### config.mk
export PLATFORM = sky130hd
export DESIGN_NAME = stk_ptr_alloc_flat
export DESIGN_NICKNAME = d
export VERILOG_FILES = /design/src/rtl/stk_ptr_alloc_if.sv /design/src/rtl/stk_ptr_alloc.sv /design/src/flat_wrapper.sv
export SDC_FILE = /design/constraint.sdc
export NUM_CORES = 2
export LEC_CHECK = 0
export ABC_CLOCK_PERIOD_IN_PS = 35600
export BUFFER_PORTS_ARGS = -buffer_cell sky130_fd_sc_hd__clkbuf_2
export CORE_MARGIN = 5
export CORE_UTILIZATION = 65
export DETAILED_ROUTE_END_ITERATION = 6
export GPL_TIMING_DRIVEN = 0
export MAX_ROUTING_LAYER = met4
export PLACE_DENSITY_LB_ADDON = 0.2
export SLEW_MARGIN = 40
export SYNTH_ARGS = -nofsm -noshare
export SYNTH_HDL_FRONTEND = slang
export SYNTH_SLANG_ARGS = --single-unit
### constraint.sdc
create_clock -name clk -period 35.6 [get_ports clk]
set_input_delay 5.34 -clock clk [delete_from_list [all_inputs] [get_ports clk]]
set_output_delay 5.34 -clock clk [all_outputs]
set_load 0.02 [all_outputs]
### src/rtl/stk_ptr_alloc_if.sv
// stk_ptr_alloc_if: allocate/free handshake and status bundle of the stack pointer allocator
interface stk_ptr_alloc_if #(
   parameter int PTR_W = 8,
   parameter int CNT_W = 9
);
   logic             i_alloc_req;
   logic             o_alloc_vld;
   logic [PTR_W-1:0] o_alloc_ptr;
   logic             i_free_vld;
   logic [PTR_W-1:0] i_free_ptr;
   logic             o_busy;
   logic             o_empty;
   logic [CNT_W-1:0] o_cnt;
   logic             o_err;
   modport master (
      output i_alloc_req, i_free_vld, i_free_ptr,
      input  o_alloc_vld, o_alloc_ptr, o_busy, o_empty, o_cnt, o_err
   );
   modport slave (
      input  i_alloc_req, i_free_vld, i_free_ptr,
      output o_alloc_vld, o_alloc_ptr, o_busy, o_empty, o_cnt, o_err
   );
endinterface

### src/rtl/stk_ptr_alloc.sv
// stk_ptr_alloc: FIFO free list of stack-entry pointers; STK_PTR_ALLOC_DOUBLE_FREE_CHECK_EN adds an allocated bitmap
module stk_ptr_alloc #(
   parameter int PTR_W = 8,
   parameter int N     = 256,
   parameter int CNT_W = $clog2(N + 1)
) (
   input logic            clk,
   input logic            arst,
   stk_ptr_alloc_if.slave bus
);
   localparam int IX_W = $clog2(N);
   localparam logic [0:0] INIT  = 1'b0;
   localparam logic [0:0] READY = 1'b1;

   logic [0:0]       state;
   logic [PTR_W-1:0] slot [N];
   logic [IX_W-1:0]  rd_ix, wr_ix;
   logic [CNT_W-1:0] cnt;
   logic             err, ready, alloc_fire, free_ok, dbl_ok;
   logic [PTR_W-1:0] alloc_ptr;

   function automatic logic [IX_W-1:0] nxt(input logic [IX_W-1:0] ix);
      return (ix == IX_W'(N - 1)) ? '0 : ix + 1'b1;
   endfunction

   assign ready      = state == READY;
   assign alloc_ptr  = slot[rd_ix];
   assign alloc_fire = ready & bus.i_alloc_req & (cnt != '0);
   assign free_ok    = ready & bus.i_free_vld & (32'(bus.i_free_ptr) < N)
                     & ~((cnt == CNT_W'(N)) & ~alloc_fire) & dbl_ok;

`ifdef STK_PTR_ALLOC_DOUBLE_FREE_CHECK_EN
   logic [N-1:0] alloc_map;
   assign dbl_ok = alloc_map[bus.i_free_ptr];

   // track outstanding pointers; a free is judged against the map before this cycle's grant
   always_ff @(posedge clk or posedge arst)
      if (arst) alloc_map <= '0;
      else if (!ready) alloc_map <= '0;
      else begin
         if (alloc_fire) alloc_map[alloc_ptr] <= 1'b1;
         if (free_ok) alloc_map[bus.i_free_ptr] <= 1'b0;
      end
`else
   assign dbl_ok = 1'b1;
`endif

   // state, indices, count and sticky error; INIT reuses wr_ix as the fill counter
   always_ff @(posedge clk or posedge arst)
      if (arst) begin
         state <= INIT;
         rd_ix <= '0;
         wr_ix <= '0;
         cnt   <= '0;
         err   <= 1'b0;
      end else begin
         err <= err | (bus.i_free_vld & ~free_ok);
         if (!ready) begin
            wr_ix <= nxt(wr_ix);
            cnt   <= cnt + 1'b1;
            state <= (wr_ix == IX_W'(N - 1)) ? READY : INIT;
         end else begin
            if (alloc_fire) rd_ix <= nxt(rd_ix);
            if (free_ok) wr_ix <= nxt(wr_ix);
            cnt <= cnt + CNT_W'(free_ok) - CNT_W'(alloc_fire);
         end
      end

   // slot storage: identity fill during INIT, accepted returns once READY
   always_ff @(posedge clk)
      if (!ready || free_ok) slot[wr_ix] <= ready ? bus.i_free_ptr : PTR_W'(wr_ix);

   assign bus.o_alloc_vld = ready & (cnt != '0);
   assign bus.o_alloc_ptr = alloc_ptr;
   assign bus.o_busy      = ~ready;
   assign bus.o_empty     = ready & (cnt == '0);
   assign bus.o_cnt       = cnt;
   assign bus.o_err       = err;
endmodule
### src/flat_wrapper.sv
// flat-port wrapper written by rule: the top's interface ports become plain ports
module stk_ptr_alloc_flat 
#(
   parameter int PTR_W = 8,
   parameter int N     = 256,
   parameter int CNT_W = $clog2(N + 1)
)
  (clk, arst, bus_i_alloc_req, bus_i_free_vld, bus_i_free_ptr, bus_o_alloc_vld, bus_o_alloc_ptr, bus_o_busy, bus_o_empty, bus_o_cnt, bus_o_err);
  stk_ptr_alloc_if #(.PTR_W(PTR_W), .CNT_W(CNT_W)) bus_i ();
  input logic clk;
  input logic arst;
  input wire logic [$bits(bus_i.i_alloc_req)-1:0] bus_i_alloc_req;
  input wire logic [$bits(bus_i.i_free_vld)-1:0] bus_i_free_vld;
  input wire logic [$bits(bus_i.i_free_ptr)-1:0] bus_i_free_ptr;
  output wire logic [$bits(bus_i.o_alloc_vld)-1:0] bus_o_alloc_vld;
  output wire logic [$bits(bus_i.o_alloc_ptr)-1:0] bus_o_alloc_ptr;
  output wire logic [$bits(bus_i.o_busy)-1:0] bus_o_busy;
  output wire logic [$bits(bus_i.o_empty)-1:0] bus_o_empty;
  output wire logic [$bits(bus_i.o_cnt)-1:0] bus_o_cnt;
  output wire logic [$bits(bus_i.o_err)-1:0] bus_o_err;
  assign bus_i.i_alloc_req = bus_i_alloc_req;
  assign bus_i.i_free_vld = bus_i_free_vld;
  assign bus_i.i_free_ptr = bus_i_free_ptr;
  assign bus_o_alloc_vld = bus_i.o_alloc_vld;
  assign bus_o_alloc_ptr = bus_i.o_alloc_ptr;
  assign bus_o_busy = bus_i.o_busy;
  assign bus_o_empty = bus_i.o_empty;
  assign bus_o_cnt = bus_i.o_cnt;
  assign bus_o_err = bus_i.o_err;
  stk_ptr_alloc #(.PTR_W(PTR_W), .N(N), .CNT_W(CNT_W)) u_core (.clk(clk), .arst(arst), .bus(bus_i));
endmodule
Yosys cells after proc, flatten, opt, wreduce, memory -nomap -nowiden
Memories as Yosys holds them, arrays and structs flattened.
Index checks and enable logic that the tools add are counted.
{"block": "totals", "mem_bits_rw": 2048, "reg_bits": 27, "n_memories": 1}
{"block": "classes", "bitwise": 13, "add_sub_neg": 5, "n_reduce_logical": 5, "n_eq_ne": 4, "n_mux": 10}
{"name": "u_core.slot", "depth": 256, "word_bits": 8, "rd": 1, "rd_clocked_by_memory_dff": 0, "wr": 1, "line": "stk_ptr_alloc.sv:16", "source": "logic [PTR_W-1:0] slot [N];"}
{"cell": "$mux W8", "n": 5}
{"cell": "$add A8 B1 Y8 const B", "n": 2}
{"cell": "$eq A8 B8 Y1 const B", "n": 2}
{"cell": "$add A9 B1 Y9", "n": 1}
{"cell": "$add A9 B1 Y9 const B", "n": 1}
{"cell": "$eq A9 B9 Y1 const B", "n": 1}
{"cell": "$logic_not A9 Y1", "n": 1}
{"cell": "$mux W9", "n": 1}
{"cell": "$reduce_bool A9 Y1", "n": 1}
{"cell": "$sub A9 B1 Y9", "n": 1}
{"cell": "$and A1 B1 Y1", "n": 8}
{"cell": "$mux W1", "n": 4}
{"cell": "$not A1 Y1", "n": 4}
{"cell": "$ne A2 B2 Y1 const B", "n": 1}
{"cell": "$reduce_and A2 Y1", "n": 1}
{"cell": "$logic_not A1 Y1", "n": 1}
{"cell": "$logic_or A1 B1 Y1", "n": 1}
{"cell": "$or A1 B1 Y1", "n": 1}

Logic depth before layout (Yosys ltp)
{"block": "depth", "ltp_word": 9, "mapped_depth": 18, "ltp_nobuf": 18}

Least setup slack after synthesis
No wires, ideal clock.
{"block": "synth_path", "path_type": "flip-flop to flip-flop", "from": "reg u_core.state, in the netlist u_core.ready", "to": "mem u_core.slot[0][0], data pin", "n_path_buf": 2, "slack_ns": 22.627, "setup_time_ns": 2.187, "required_time_ns": 33.413, "arrival_time_ns": 10.786, "stages_incl_launch_ff": 4, "cell_sequence": "dfrtp_1 > clkbuf_1 > clkbuf_1 > o21ai_0"}
{"block": "synth_via", "elab_chain_len": 1}
{"item": "start: declaration", "line": "stk_ptr_alloc.sv:15", "source": "logic [0:0] state;"}
{"item": "start signal: assignment", "line": "stk_ptr_alloc.sv:61", "source": "state <= (wr_ix == IX_W'(N - 1)) ? READY : INIT;"}
{"item": "$mux W8", "line": "stk_ptr_alloc.sv:71", "source": "if (!ready || free_ok) slot[wr_ix] <= ready ? bus.i_free_ptr : PTR_W'(wr_ix);"}
{"item": "end: declaration", "line": "stk_ptr_alloc.sv:16"}
Every way passes these cells.

Worst setup path in the final report
{"block": "layout_path", "from": "reg u_core.rd_ix[3]", "to": "out bus_o_alloc_ptr[5]"}
{"block": "layout_via", "elab_chain_len": 1}
{"item": "start: declaration", "line": "stk_ptr_alloc.sv:17", "source": "logic [IX_W-1:0] rd_ix, wr_ix;"}
{"item": "start signal: assignment", "line": "stk_ptr_alloc.sv:63", "source": "if (alloc_fire) rd_ix <= nxt(rd_ix);"}
{"item": "$mem_v2 Z256 W8"}
{"item": "end: declaration", "line": "flat_wrapper.sv:16", "source": "output wire logic [$bits(bus_i.o_alloc_ptr)-1:0] bus_o_alloc_ptr;"}
Every way passes these cells.

==> impl_metrics.json <==
{
  "outcome": "finished clean",
  "synthTopCellsByCount": "2048 x edfxtp_1, 480 x mux4_2, 275 x nor2_1",
  "reg2reg_depth": 18,
  "dp_hpwl_mm": 139,
  "synth.most_common_cell": "edfxtp_1",
  "seq_area_frac_synth_pct": 77.2,
  "drc": 0,
  "finalNonFillerCells": 5927,
  "hold_depth": 1,
  "grt_pass1_wl_mm": 300,
  "cp_slowest_cell": "nor4_1",
  "arrival_ps": 5460,
  "ir_drop_v": 0.0000565,
  "rsz0062_at_grt": "no",
  "fin_skew_ps": 35.5,
  "syn_inst": 3825,
  "clk_path_buf_depth": 3,
  "cap_violations": 0,
  "cp-end-kind": "output port",
  "synth_simple_gate_area_share_pct": 2.69,
  "powerDensity_nw_per_um2": 51.6,
  "placed_area_um2": 84200,
  "hold_class": "flop to flop",
  "report.final.setup_viol": 0,
  "drt-pass1-iter-count": 7,
  "nets": 4153,
  "layout-drive-gt1-share_pct": 26.5,
  "total_power_mw": 4.67,
  "floorplan.initialDensity_pct": 65.3,
  "ant_nets": 0,
  "synthXorXnorAreaFrac_pct": 0.185,
  "antenna_found_initial": 4,
  "finalSetupTns_ps": 0,
  "critical_path_class": "flop to output port",
  "cts_num_sinks": 2075,
  "clock_latency_ps": 850,
  "crit_path_cell_trace": "buf_2, nor2b_1, clkbuf_1, clkbuf_1, a221oi_1, o22ai_1, a211oi_2, nor4_1, clkbuf_2",
  "crit_family": "buffers and inverters",
  "syn_area_um2": 80600,
  "timing.final.ws_setup_ps": 24800,
  "crit_path_max_fanout": 10,
  "synthArstFlopShare_pct": 1.30,
  "portBuffers": 32,
  "synth_ff_type": "edfxtp_1",
  "worst_slew_pin_slew_ps": 1010,
  "die_y_um": 362,
  "hold_buffers": 0,
  "yosysWarnings": 0,
  "place_ws_ps": 25960,
  "synthDominantCellAreaShare_pct": 76.3,
  "hold_viol": 0,
  "post-place-cells": 5555,
  "track_usage_pct": 33.7,
  "dieArea_um2": 131000,
  "ys_types": 57,
  "r2r-end": "u_core.bus.o_cnt[8]",
  "area_growth_pct": 12.4,
  "synth_compound_area_share_pct": 3.37,
  "grt_pass1_vias": 41200,
  "grt_max_degree": 101,
  "crit_path_start_kind": "flop",
  "row_count": 129,
  "drt-total-wl_mm": 211,
  "cts_buffers": 194,
  "cts_tree": "yes",
  "reg2reg_from": "u_core.bus.o_cnt[7]",
  "cellLeakagePower_nw": 28.0,
  "synthAdderAreaFrac_pct": 0.413,
  "synth_top_cells_by_area": "edfxtp_1 76%, mux4_2 13%, nor2_1 1.3%",
  "htree_levels": 4,
  "min_to": "u_core.bus.o_err",
  "crit_top_cell": "clkbuf_1",
  "cpPeakStageDelay_ps": 830,
  "place_congestion": 1.01,
  "slew_headroom_pct": 32.5,
  "vias": 42100,
  "final_area_um2": 90600,
  "cp_num_buf_inv": 4,
  "drt-initial-drc-count": 6858,
  "cts_resized": 0,
  "finalCriticalPeriod_ps": 10800,
  "synth_top_family_by_area": "multiplexers",
  "min_period_over_period_pct": 30.3,
  "synth-edff-count": 2048,
  "hold_start": "u_core.bus.o_err",
  "timing.fmax_mhz": 92.6,
  "coreArea_um2": 123000,
  "dieWidth_um": 362,
  "yosysTopAreaCell": "edfxtp_1",
  "cts_setup_buffers": 0,
  "ys_ff_latch": 2075,
  "io_pins": 33,
  "drv_slew": 0,
  "via_per_inst": 7.10,
  "required_ps": 30260,
  "gr-total-overflow": 0,
  "clockRootBuffer": "clkbuf_16",
  "path_clk_slew_ps": 70,
  "wl_per_cell_um": 35.7,
  "synth.area.mux_share_pct": 14.5,
  "r2r_slack_ps": 31070,
  "syn_area_per_cell_um2": 21.1,
  "syn_nets": 3863,
  "crit_start": "u_core.rd_ix[3]"
}
## kinds of logic after synthesis
kind of cell | Yosys count
XOR/XNOR | 17
adder cells (fa/ha/maj) | 26
buffers and inverters | 262
multiplexers | 565
AND/OR/NAND/NOR | 498
flip-flops | 2075
AO/OA/AOI/OAI | 382
## worst max path at each step
stage / endpoint / slack [ps] / cells after the start
floorplan: u_core.slot[0][0] / 22630 / 3
global placement: u_core.slot[92][4] / 9750 / 3
detailed placement: bus_o_alloc_ptr[4] / 25960 / 10
CTS: bus_o_alloc_ptr[0] / 25020 / 10
global route: bus_o_alloc_ptr[5] / 25020 / 9
finish: bus_o_alloc_ptr[5] / 24800 / 9
## flip-flops by register name, indices dropped and copies added (netlist names)
signal,cells
u_core.bus.o_cnt,9
u_core.bus.o_err,1
u_core.ready,1
u_core.rd_ix,8
u_core.slot,2048
u_core.wr_ix,8
## metrics by stage
stage	hold WS (ps)	utilization, %
2_1_floorplan	507	-
3_3_place_gp	438	67.1
3_5_place_dp	446	68.2
4_1_cts	459	73.2
5_1_grt	499	73.4
6_report	459	73.4
## routing by layer
metal / wire [um] / part of all wire (%) / global-route usage [%] / vias to the layer above
met3: 27100 / 13 / 8.43 / 504
met4: 11200 / 5.3 / 15.0 / 0
met5: 0 / 0 / - / -
met1: 73800 / 35 / 46.1 / 21800
li1: - / - / - / 16600
met2: 99300 / 47 / 49.5 / 3239
## cells in the final DEF (no fill, tap or decap), types with 27 or more instances in the layout
cell	instances
clkbuf_16	197
nor2_2	72
clkinv_1	46
a221oi_1	32
nand2_1	92
edfxtp_1	2048
nand3_1	35
clkbuf_2	42
a211oi_1	37
nor2_1	203
clkbuf_1	107
a22o_1	32
dfrtp_1	27
a22oi_1	79
o22ai_1	113
clkinv_2	44
buf_4	36
buf_8	37
buf_2	90
mux2i_1	79
mux4_2	480
## layout make-up
class | instances | area (um^2)
Clock inverter | 137 | 1160
Tap cell | 1637 | 2050
Timing Repair Buffer | 94 | 1350
Multi-Input combinational cell | 1488 | 17400
Antenna cell | 6 | 15.0
Fill cell | 6756 | 32900
Clock buffer | 228 | 5050
Inverter | 23 | 86.3
Sequential cell | 2075 | 62200
Buffer | 239 | 1310
## report_power, final
group,switching (mW),total [mW],internal [mW],leakage [nW]
Sequential,0.00000000000000000128,2.64,2.64,19.3
Combinational,0.00178,0.00247,0.000686,5.63
Clock,0.899,2.03,1.13,3.05
Total,0.901,4.67,3.77,28.0
(Power assumes the default switching activity.)
